File: config.mk
export PLATFORM = sky130hd
export DESIGN_NAME = ex_muldiv_ctrl_flat
export DESIGN_NICKNAME = d
export VERILOG_FILES = /design/src/rtl/ex_pkg.sv /design/src/rtl/ex_muldiv_ctrl_if.sv /design/src/rtl/muldiv_step.sv /design/src/rtl/ex_muldiv_ctrl.sv /design/src/flat_wrapper.sv
export SDC_FILE = /design/constraint.sdc
export NUM_CORES = 1
export LEC_CHECK = 0
export ABC_AREA = 1
export CAP_MARGIN = 20
export CORE_MARGIN = 4
export CORE_UTILIZATION = 50
export DETAILED_ROUTE_END_ITERATION = 16
export PLACE_DENSITY = 0.73
export REMOVE_ABC_BUFFERS = 1
export SLEW_MARGIN = 20
export SYNTH_ARGS = -nofsm -noshare
export SYNTH_HDL_FRONTEND = slang
export SYNTH_SLANG_ARGS = --single-unit
File: constraint.sdc
create_clock -name clk -period 5.6 [get_ports clk]
set_clock_uncertainty 0.2 [all_clocks]
set_input_delay 1.12 -clock clk [delete_from_list [all_inputs] [get_ports clk]]
set_output_delay 1.12 -clock clk [all_outputs]
set_load 0.005 [all_outputs]
File: src/rtl/ex_pkg.sv
// Shared execute-stage definitions: muldiv op encodings,
// sequencer state enum and small op-decode helpers.
package ex_pkg;

  typedef enum logic [1:0] {
    OP_MUL  = 2'b00,
    OP_MULH = 2'b01,
    OP_DIV  = 2'b10,
    OP_REM  = 2'b11
  } op_e;

  typedef enum logic [1:0] {
    ST_IDLE,
    ST_RUN,
    ST_DONE
  } state_e;

  function automatic logic is_div(input logic [1:0] op);
    return op[1];
  endfunction

  // MULH and REM return the upper/remainder half
  function automatic logic sel_hi(input logic [1:0] op);
    return op == OP_MULH || op == OP_REM;
  endfunction

endpackage

File: src/rtl/ex_muldiv_ctrl_if.sv
// Execute stage <-> muldiv sequencer bundle.
// master: execute stage (start/op/opa/opb out); slave: sequencer.
interface ex_muldiv_ctrl_if #(
  parameter int WIDTH = 32
);
  logic             start;
  logic [1:0]       op;
  logic [WIDTH-1:0] opa;
  logic [WIDTH-1:0] opb;
  logic             stall;
  logic             done;
  logic [WIDTH-1:0] result;
  logic             div_by_zero;

  modport master (
    output start, op, opa, opb,
    input  stall, done, result, div_by_zero
  );

  modport slave (
    input  start, op, opa, opb,
    output stall, done, result, div_by_zero
  );
endinterface

File: src/rtl/muldiv_step.sv
// One combinational iteration: shift-add multiply or restoring divide.
// Ports: div (mode), hi/lo accumulator in, opd operand, hi_n/lo_n out.
module muldiv_step #(
  parameter int WIDTH = 32
) (
  input  logic             div,
  input  logic [WIDTH:0]   hi,
  input  logic [WIDTH-1:0] lo,
  input  logic [WIDTH-1:0] opd,
  output logic [WIDTH:0]   hi_n,
  output logic [WIDTH-1:0] lo_n
);
  logic [WIDTH:0] sum;
  logic [WIDTH:0] sft;
  logic [WIDTH:0] dif;
  logic           ge;

  // hi[WIDTH] is always 0 in multiply mode, so sum keeps the carry
  always_comb begin
    sum  = hi + (lo[0] ? {1'b0, opd} : '0);
    sft  = {hi[WIDTH-1:0], lo[WIDTH-1]};
    dif  = sft - {1'b0, opd};
    ge   = sft >= {1'b0, opd};
    hi_n = '0;
    lo_n = '0;
    unique case (1'b1)
      div: begin
        hi_n = ge ? dif : sft;
        lo_n = {lo[WIDTH-2:0], ge};
      end
      default: begin
        hi_n = {1'b0, sum[WIDTH:1]};
        lo_n = {sum[0], lo[WIDTH-1:1]};
      end
    endcase
  end
endmodule

File: src/rtl/ex_muldiv_ctrl.sv
// Multi-cycle mul/div sequencer beside the EX ALU; stalls pipe until done.
// Ports: clk, rst (sync, high), flush, bus (slave: start/op/opa/opb -> stall/done/result/div_by_zero).
module ex_muldiv_ctrl
  import ex_pkg::*;
#(
  parameter int WIDTH = 32,
  parameter int CNT_W = $clog2(WIDTH) + 1
) (
  input  logic clk,
  input  logic rst,
  input  logic flush,
  ex_muldiv_ctrl_if.slave bus
);
  state_e           state_q;
  state_e           state_d;
  logic [CNT_W-1:0] cnt_q;
  logic [1:0]       op_q;
  logic [WIDTH-1:0] opd_q;
  logic [WIDTH:0]   hi_q;
  logic [WIDTH-1:0] lo_q;
  logic [WIDTH-1:0] res_q;
  logic             dbz_q;
  logic [WIDTH:0]   hi_n;
  logic [WIDTH-1:0] lo_n;
  logic             accept;
  logic             dz;
  logic             last;

  assign accept = state_q == ST_IDLE && bus.start && !flush;
  assign dz     = is_div(bus.op) && bus.opb == '0;
  assign last   = state_q == ST_RUN && cnt_q == CNT_W'(1);

  muldiv_step #(.WIDTH(WIDTH)) u_step (
    .div  (is_div(op_q)),
    .hi   (hi_q),
    .lo   (lo_q),
    .opd  (opd_q),
    .hi_n (hi_n),
    .lo_n (lo_n)
  );

  always_comb begin
    state_d = state_q;
    unique case (state_q)
      ST_IDLE: if (accept) state_d = dz ? ST_DONE : ST_RUN;
      ST_RUN: begin
        if (flush)     state_d = ST_IDLE;
        else if (last) state_d = ST_DONE;
      end
      ST_DONE: state_d = ST_IDLE;
      default: state_d = ST_IDLE;
    endcase
  end

  always_ff @(posedge clk) begin
    if (rst) begin
      state_q <= ST_IDLE;
      cnt_q   <= '0;
      op_q    <= '0;
      opd_q   <= '0;
      hi_q    <= '0;
      lo_q    <= '0;
      res_q   <= '0;
      dbz_q   <= 1'b0;
    end else begin
      state_q <= state_d;
      if (accept) begin
        op_q  <= bus.op;
        opd_q <= bus.opb;
        hi_q  <= '0;
        lo_q  <= bus.opa;
        cnt_q <= CNT_W'(WIDTH);
        dbz_q <= dz;
        // divide by zero finishes immediately
        if (dz) res_q <= sel_hi(bus.op) ? bus.opa : '1;
      end else if (state_q == ST_RUN && !flush) begin
        hi_q  <= hi_n;
        lo_q  <= lo_n;
        cnt_q <= cnt_q - CNT_W'(1);
        if (last)
          res_q <= sel_hi(op_q) ? hi_n[WIDTH-1:0] : lo_n;
      end
    end
  end

  assign bus.stall       = accept || state_q == ST_RUN;
  assign bus.done        = state_q == ST_DONE && !flush;
  assign bus.result      = res_q;
  assign bus.div_by_zero = dbz_q;
endmodule
File: src/flat_wrapper.sv
// flat-port wrapper written by rule: the top's interface ports become plain ports
module ex_muldiv_ctrl_flat import ex_pkg::*;
#(
  parameter int WIDTH = 32,
  parameter int CNT_W = $clog2(WIDTH) + 1
)
  (clk, rst, flush, bus_start, bus_op, bus_opa, bus_opb, bus_stall, bus_done, bus_result, bus_div_by_zero);
  ex_muldiv_ctrl_if #(.WIDTH(WIDTH)) bus_i ();
  input  logic clk;
  input  logic rst;
  input  logic flush;
  input wire logic [$bits(bus_i.start)-1:0] bus_start;
  input wire logic [$bits(bus_i.op)-1:0] bus_op;
  input wire logic [$bits(bus_i.opa)-1:0] bus_opa;
  input wire logic [$bits(bus_i.opb)-1:0] bus_opb;
  output wire logic [$bits(bus_i.stall)-1:0] bus_stall;
  output wire logic [$bits(bus_i.done)-1:0] bus_done;
  output wire logic [$bits(bus_i.result)-1:0] bus_result;
  output wire logic [$bits(bus_i.div_by_zero)-1:0] bus_div_by_zero;
  assign bus_i.start = bus_start;
  assign bus_i.op = bus_op;
  assign bus_i.opa = bus_opa;
  assign bus_i.opb = bus_opb;
  assign bus_stall = bus_i.stall;
  assign bus_done = bus_i.done;
  assign bus_result = bus_i.result;
  assign bus_div_by_zero = bus_i.div_by_zero;
  ex_muldiv_ctrl #(.WIDTH(WIDTH), .CNT_W(CNT_W)) u_core (.clk(clk), .rst(rst), .flush(flush), .bus(bus_i));
endmodule
# Yosys cells after proc, flatten, opt, wreduce, memory -nomap -nowiden
# Cells that the tools add are included.
# op_classes
n_addsub	3
magnitude_cmp	1
eq_ne	10
n_mux	19
reduce_logical	17
# ops
cell	n
two-way mux 32 bit	10
two-way mux 33 bit	2
adder 33 bit	1
>= comparator 33 x 32 -> 1 bit	1
subtractor 33 x 32 -> 33 bit	1
zero test 32 bit	1
two-way mux 6 bit	2
two-way mux 2 bit	4
equality test 2 x 1 -> 1 bit (second input constant)	3
equality test 2 bit (second input constant)	3
equality test 6 x 1 -> 1 bit (second input constant)	1
logical AND 1 bit	6
subtractor 6 x 1 -> 6 bit (second input constant)	1
case mux 2 bit (2 select lines)	1
nonzero test 2 bit	2
logical OR 1 bit	3
!= test 3 x 2 -> 1 bit (second input constant)	1
AND reduction 3 bit	1
zero test 2 bit	1
!= test 2 x 1 -> 1 bit (second input constant)	1
!= test 2 bit (second input constant)	1
AND reduction 2 bit	1
OR reduction 2 bit	1
zero test 1 bit	1
# totals
ff_bits	140
input_bits	70
output_inout_bits	35
word_cells	59

# Longest topological paths before layout
# Gate-level depths: netlist of the first run.
# depth
ltp_word	7
mapped_depth	22
depth_no_buf	20

# By module
# From an unflattened synthesis of the first run, not the netlist that was laid out.
# hier_totals
hier_cells	2152
hier_area_um2	12295.5
# modules_own_cells
module	n_inst	cells_each	area_per_inst_um2	seq_area_each_um2
ex_muldiv_ctrl	1	905	6185.9	2802.7
muldiv_step	1	1247	6109.6	0.0

# Worst setup path before layout of the first run
# Ideal clock, no wire load.
# synth_timing
path_type	input to output
from	input flush
to	output bus_stall
t_arrival_ns	2.240
t_required_ns	4.280
path_slack_ns	2.040
path_stages	6
n_path_buf	3
path_cell_list	inv_1 > nand3_1 > clkbuf_1 > clkbuf_1 > clkbuf_1 > nand2_1
# synth_via
elab_chain_len	3
# synth_lines
element	line_no	source
start: declaration	flat_wrapper.sv:11	input logic flush;
zero test 1 bit	ex_muldiv_ctrl.sv:29	assign accept = state_q == ST_IDLE && bus.start && !flush;
logical AND 1 bit	ex_muldiv_ctrl.sv:29	
logical OR 1 bit	ex_muldiv_ctrl.sv:86	assign bus.stall = accept || state_q == ST_RUN;
end: declaration	flat_wrapper.sv:16	output wire logic [$bits(bus_i.stall)-1:0] bus_stall;
# No other way between the ends.

# Worst setup path in the final report of the first run
# layout_timing
from	input bus_opb[7]
to	register u_core.res_q[20], in the netlist u_core.bus.result[20]
# layout_via
elab_chain_len	4
# layout_lines
element	line_no	source
start: declaration	flat_wrapper.sv:15	input wire logic [$bits(bus_i.opb)-1:0] bus_opb;
zero test 32 bit	ex_muldiv_ctrl.sv:30	assign dz = is_div(bus.op) && bus.opb == '0;
logical AND 1 bit	ex_muldiv_ctrl.sv:30	
!= test 2 bit (no line)	n/a	
AND reduction 3 bit (no line)	n/a	
end signal: assignment	ex_muldiv_ctrl.sv:75	if (dz) res_q <= sel_hi(bus.op) ? bus.opa : '1;
end signal: assignment	ex_muldiv_ctrl.sv:81	res_q <= sel_hi(op_q) ? hi_n[WIDTH-1:0] : lo_n;
end: declaration	ex_muldiv_ctrl.sv:21	logic [WIDTH-1:0] res_q;
# No other way between the ends.
# A chain may end at the register's enable or synchronous reset.

==> results of run 1 <==
critical path, stage by stage:
cell and delay, ns:
clkdlybuf4s50_1 0.42, nor4_1 0.62, nand3_1 0.14, nor3_1 0.31, nand3_1 0.19, o21ai_0 0.15
clkinv_2 0.70, a21oi_1 0.37, nand2_1 0.09, a21oi_1 0.12
cells by family (layout without fill, tap and decap cells):
| logic type | count (synthesis) | after routing | share of synthesized area (%) |
|---|---|---|---|
| buffers and inverters | 442 | 506 | 14.2 |
| and+or+nand+nor | 1059 | 1059 | 36.7 |
| adders and majority gates | 68 | 68 | 7.08 |
| DFF | 140 | 140 | 22.9 |
| AOI/OAI and AO/OA | 391 | 391 | 18.0 |
| xor gates and xnor gates | 15 | 15 | 1.07 |
final timing paths:
path / endpoint / slack (ns)
max: u_core.bus.result[20]$_SDFFE_PP0P_ / 1.48
min: u_core.bus.result[13]$_SDFFE_PP0P_ / 0.27
max reg2reg: u_core.bus.result[26]$_SDFFE_PP0P_ / 2.18
min reg2reg: u_core.bus.result[13]$_SDFFE_PP0P_ / 0.27
area by class of cell:
| class | count | area, um2 |
|---|---|---|
| Sequential cell | 140 | 2800 |
| Timing Repair Buffer | 117 | 1130 |
| Clock inverter | 15 | 168 |
| Multi-Input combinational cell | 1533 | 7710 |
| Clock buffer | 17 | 425 |
| Fill cell | 2443 | 9770 |
| Tap cell | 319 | 399 |
| Inverter | 357 | 1340 |
state kept, by name, summed over array words and instances (netlist names):
signal,flops
u_core.opd_q,32
u_core.bus.div_by_zero,1
u_core.op_q,2
u_core.hi_q,33
u_core.lo_q,32
u_core.state_q,2
u_core.bus.result,32
u_core.cnt_q,6
through the flow:
stage | TNS [ns] | util, % | instances | setup WS [ns] | hold WS (ns)
finish | 0 | 58.9 | 2498 | 1.48 | 0.268
global route | 0 | 58.9 | 2498 | 1.26 | 0.291
CTS | 0 | 58.9 | 2498 | 1.91 | 0.267
detailed placement | 0 | 56.4 | 2466 | 1.54 | 0.255
global placement | 0 | 56.4 | 2466 | 1.74 | 0.251
floorplan | -15.97 | - | 2030 | -0.484 | 0.250
power groups by stage:
stage | clock (mW) | combinational (mW) | sequential [mW]
finish | 1.16 | 0.893 | 1.07
detailed placement | 0 | 0.876 | 1.09
global placement | 0 | 0.870 | 1.09
CTS | 1.17 | 0.881 | 1.07
floorplan | 0 | 0.593 | 1.09
global route | 1.21 | 0.994 | 1.07
layout by cell type, fill, tap and decap left out, drive strengths merged, types with 2 or more instances in the layout:
cell type / Yosys / final
o21a: 6 / 6
o21bai: 17 / 17
xor2: 8 / 8
fa: 2 / 2
nand3: 145 / 145
nand4: 9 / 9
nor4: 9 / 9
buf: 30 / 14
nand2: 689 / 689
inv: 356 / 364
and2: 4 / 4
a21oi: 188 / 188
o211ai: 15 / 15
a21o: 2 / 2
a221oi: 32 / 32
clkdlybuf4s50: 0 / 103
clkbuf: 55 / 17
or2: 7 / 7
xnor2: 7 / 7
clkinv: 1 / 5
dfxtp: 140 / 140
nor2: 173 / 173
clkinvlp: 0 / 3
o21ai: 127 / 127
nand3b: 9 / 9
nor3: 13 / 13
ha: 66 / 66
a21boi: 3 / 3
cell usage after synthesis, types with 4 or more instances:
cell / number
a21oi_1: 184
a21oi_2: 4
a221oi_1: 32
and2_1: 4
buf_1: 8
buf_2: 13
buf_6: 4
clkbuf_1: 55
dfxtp_1: 140
ha_1: 66
inv_1: 353
nand2_1: 672
nand2_2: 13
nand2_4: 4
nand3_1: 136
nand3_2: 8
nand3b_1: 8
nand4_1: 9
nor2_1: 160
nor2_2: 4
nor2_4: 9
nor3_1: 12
nor4_1: 9
o211ai_1: 15
o21a_1: 6
o21ai_0: 122
o21ai_1: 4
o21bai_1: 17
or2_2: 7
xnor2_1: 7
xor2_1: 8
metal layers:
| metal | vias up | track usage [%] | wire [um] |
|---|---|---|---|
| met5 | - | 0 | 0 |
| li1 | 6830 | - | - |
| met4 | 0 | 8.62 | 1020 |
| met2 | 403 | 52.2 | 19400 |
| met3 | 58 | 4.59 | 2560 |
| met1 | 6095 | 39.6 | 18200 |
==> impl_metrics.py, run 1 <==
metrics = {
    "status": {
        "status": "complete, no violations",
    },
    "synthesis": {
        "synthCells": 2115,
        "synth_ff_type": "dfxtp_1",
        "synth_seq_cells": 140,
        "ys_types": 44,
        "async_flop_share_pct": 0,
        "synthesis.area_um2": 12200,
        "synth_edf_count": 0,
        "yosys-top-cells-area": "dfxtp_1 23%, nand2_1 21%, inv_1 11%, a21oi_1 7.5%, ha_1 6.8%",
        "syn_area_per_cell_um2": 5.78,
        "yosys.area.top_type_share_pct": 22.9,
        "ys_seq_area_share_pct": 22.9,
        "yosys_warnings": 0,
        "synth_top_cell_by_area": "dfxtp_1",
    },
    "cts": {
        "cts_root_buf": "clkbuf_16",
        "cts_setup_buffers": 0,
        "cts_buffer_depth": 2,
        "h-tree-depth": 4,
        "clk_latency_ns": 0.44,
        "cts.repair.resized": 0,
        "clkSlewWorstSetupHoldPaths_ns": 0.07,
        "cts_buffers": 17,
        "hold_buffers": 0,
        "cts_sinks": 140,
        "cts_tree": "built",
    },
    "die": {
        "fp.dieW_um": 164,
        "start_util_pct": 51.5,
        "rows": 56,
        "coreArea_um2": 23800,
        "io_pins": 105,
        "dieHeight_um": 164,
        "die-area_um2": 27000,
    },
    "drt": {
        "wirelength_um": 41200,
        "num_vias": 13400,
        "vias_per_cell": 5.36,
        "ant_nets": 0,
        "drt_iter0_drc": 1223,
        "first_pass_iters": 7,
        "avgRoutedWirePerCell_um": 16.5,
        "drc": 0,
    },
    "layout": {
        "final_area_um2": 14000,
        "num_antenna_cells": 0,
        "area_delta_synth_final_pct": 14.3,
        "drive_above_1_share_pct": 4.96,
        "nNetsFinal": 2304,
    },
    "worst_setup_path": {
        "crit_start": "bus_opb[7]",
        "path_class": "input port to flip-flop",
        "crit_path_start_kind": "input port",
        "required_ns": 5.76,
        "rr_worst_depth": 17,
        "endpoint_kind": "flip-flop",
        "cp_data_arrival_time_ns": 4.27,
        "worstPathMaxFanout": 65,
        "r2r_start": "u_core.opd_q[15]$_SDFFE_PP0P_",
    },
    "timing": {
        "drv_slew": 0,
        "worstMarginPinSlew_ns": 1.08,
        "slew_headroom_pct": 27.7,
        "setup_viol": 0,
        "hold_violations": 0,
        "min_period_ns": 4.12,
        "finalCritPeriodShare_pct": 73.5,
        "fmax_ghz": 0.243,
        "rsz0062_at_grt": "false",
    },
    "global_route": {
        "grt_use_total_pct": 30.3,
        "grt_max_degree": 76,
        "grt_overflow": 0,
        "grt_pass1_wl_um": 64700,
        "grt_pass1_vias": 12500,
        "antenna_found_initial": 0,
    },
    "placed_design": {
        "placed_cell_area_um2": 13400,
        "io_buffer_count": 104,
        "post-dp-hpwl_um": 31400,
        "routabilityCongestion": 0.951,
    },
    "pwr": {
        "internal-power_mw": 1.93,
        "seqPwrFrac_pct": 34.2,
        "p_sw_mw": 1.20,
        "peakVddDrop_mv": 0.188,
        "pwr-share-clk_pct": 37.2,
        "sw_frac_of_total_pct": 38.3,
        "powerDensity_nw_per_um2": 224,
        "power_leakage_nw": 7.19,
        "finalPower_mw": 3.13,
        "pwr-share-comb_pct": 28.5,
    },
    "flow_run": {
        "cap_viol_max_count": 0,
    },
    "hold_path": {
        "min_path_cells": 2,
        "hp-class": "flip-flop to flip-flop",
        "min_from": "u_core.bus.result[13]$_SDFFE_PP0P_",
    },
}
Power figures use the tool's default switching activity.
==> run 2, diff against run 1 <==
clock period = 3.9 ns   (was 5.6 ns; I/O delays follow)
==> run 2 against run 1 <==
  * Core utilization is 0.48 points higher
  * Clock power is 53% higher
  * Worst setup slack lost 0.90 ns
  * Die area did not move
  * First-iteration DRC count up 8.6%
  * Sequential cell count is the same
  * Sequential share of layout area down 0.16 points
  * Register-to-register slack got worse by 1.6 ns
  * Global-route usage grew 0.12 points
  * Hold slack worse by 0.0018 ns
  * Power increased by 47%
==> impl_metrics.py, run 2 (synthesized netlist as in run 1, its figures left out) <==
metrics = {
    "timing": {
        "min_period_ns": 3.32,
        "finalCritPeriodShare_pct": 85.1,
        "worstMarginPinSlew_ns": 1.12,
        "drv_slew": 0,
        "rsz0062_at_grt": "false",
        "whs_ns": 0.266,
        "slew_headroom_pct": 25.3,
        "setup_viol": 0,
        "hold_violations": 0,
        "timing.final.ws_setup_ns": 0.582,
        "fmax_ghz": 0.301,
    },
    "global_route": {
        "grt_use_total_pct": 30.5,
        "grt_max_degree": 72,
        "grt_overflow": 0,
        "grt_pass1_wl_um": 64600,
        "grt_pass1_vias": 12400,
        "antenna_found_initial": 0,
    },
    "cts": {
        "cts_tree": "built",
        "clk_latency_ns": 0.44,
        "cts_setup_buffers": 0,
        "cts.repair.resized": 0,
        "hold_buffers": 0,
        "clkSlewWorstSetupHoldPaths_ns": 0.08,
        "cts_root_buf": "clkbuf_16",
        "h-tree-depth": 4,
        "cts_buffers": 17,
        "cts_buffer_depth": 2,
        "cts_sinks": 140,
    },
    "drt": {
        "num_vias": 13700,
        "drt_iter0_drc": 1328,
        "wirelength_um": 41600,
        "avgRoutedWirePerCell_um": 16.6,
        "ant_nets": 0,
        "vias_per_cell": 5.44,
        "first_pass_iters": 6,
        "drc": 0,
    },
    "layout": {
        "num_antenna_cells": 0,
        "layout_commonest_cell": "nand2_1",
        "area_delta_synth_final_pct": 15.3,
        "fillers": 2430,
        "nNetsFinal": 2314,
        "largest_reg_flops": 33,
        "regMostFlops": "u_core.hi_q",
        "drive_above_1_share_pct": 5.34,
        "layout_common_cells": "672 x nand2_1, 352 x inv_1, 184 x a21oi_1, 158 x nor2_1, 139 x dfxtp_1",
        "multi_input_area_um2": 7710,
        "seq_area_um2": 2800,
    },
    "status": {
        "status": "complete, no violations",
    },
    "worst_setup_path": {
        "cp_data_arrival_time_ns": 3.41,
        "endpoint_kind": "flip-flop",
        "crit_path_start_kind": "flip-flop",
        "path_class": "flip-flop to flip-flop",
        "required_ns": 3.99,
        "worstPathMaxFanout": 27,
        "rr_worst_depth": 17,
    },
    "flow_run": {
        "cap_viol_max_count": 0,
    },
    "placed_design": {
        "io_buffer_count": 104,
        "routabilityCongestion": 0.940,
        "place_ws_ns": 0.196,
        "post-dp-hpwl_um": 31800,
    },
    "die": {
        "dieHeight_um": 164,
        "die-area_um2": 27000,
        "fp.dieW_um": 164,
        "coreArea_um2": 23800,
        "io_pins": 105,
        "rows": 56,
        "start_util_pct": 51.5,
    },
    "pwr": {
        "powerDensity_nw_per_um2": 327,
        "finalPower_mw": 4.61,
        "power_leakage_nw": 7.27,
        "peakVddDrop_mv": 0.268,
    },
    "hold_path": {
        "min_path_cells": 2,
        "hp-class": "flip-flop to flip-flop",
    },
}
==> run 2: cell types whose count changed in the layout (fill, tap and decap cells not counted), sizes merged <==
cell and change:
buf +10, inv +2, bufinv +2, clkinvlp -1
clkinv -3
==> run 2: routing by layer <==
metal	GRT usage [%]	share of wire [%]	vias to the layer above
met5	0	0	-
met4	10.9	3.5	0
met3	3.82	6.5	77
met2	49.8	46	530
met1	41.5	44	6199
li1	-	-	6849
==> run 2: metrics by stage <==
stage          instances  util (%)  cell area, um2  setup TNS (ns)
4_1_cts             2508      59.3           14100               0
2_1_floorplan       2030         -           11800         -154.60
3_3_place_gp        2476      56.7           13500               0
6_report            2508      59.4           14100               0
5_1_grt             2508      59.4           14100               0
3_5_place_dp        2476      56.7           13500               0
==> run 2: final timing paths <==
check	startpoint	end	slack (ns)
setup / recovery	u_core.lo_q[0]$_SDFFE_PP0P_	u_core.bus.result[28]$_SDFFE_PP0P_	0.58
hold reg to reg	u_core.bus.result[6]$_SDFFE_PP0P_	u_core.bus.result[6]$_SDFFE_PP0P_	0.27
setup reg to reg	u_core.lo_q[0]$_SDFFE_PP0P_	u_core.bus.result[28]$_SDFFE_PP0P_	0.58
hold / removal	u_core.bus.result[6]$_SDFFE_PP0P_	u_core.bus.result[6]$_SDFFE_PP0P_	0.27
==> run 2: critical path, cell delays in order, from the launching register on <==
cell	delay [ns]
dfxtp_1	0.55
buf_4	0.36
nand2_1	0.08
inv_1	0.08
ha_1	0.21
nand2_1	0.14
nor2_1	0.26
nand2_1	0.15
o21ai_0	0.37
nand2_1	0.20
nand2_1	0.10
nand2_1	0.05
nand3_1	0.07
nand2_1	0.08
nand2_1	0.09
nand2_1	0.06
nand2_1	0.05
a21oi_1	0.05
==> run 2: where the power goes <==
part | internal (mW) | switching, mW
registers | 1.48 | 0.0486
logic | 0.435 | 0.866
clock network | 0.983 | 0.792
total | 2.90 | 1.71
==> run 2: area by class of cell <==
type                            count  area share (%)
Clock buffer                       17            3.02
Clock inverter                     15            1.38
Inverter                          357            9.52
Multi-Input combinational cell   1533            54.7
Sequential cell                   140            19.9
Tap cell                          319            2.83
Timing Repair Buffer              127            8.66
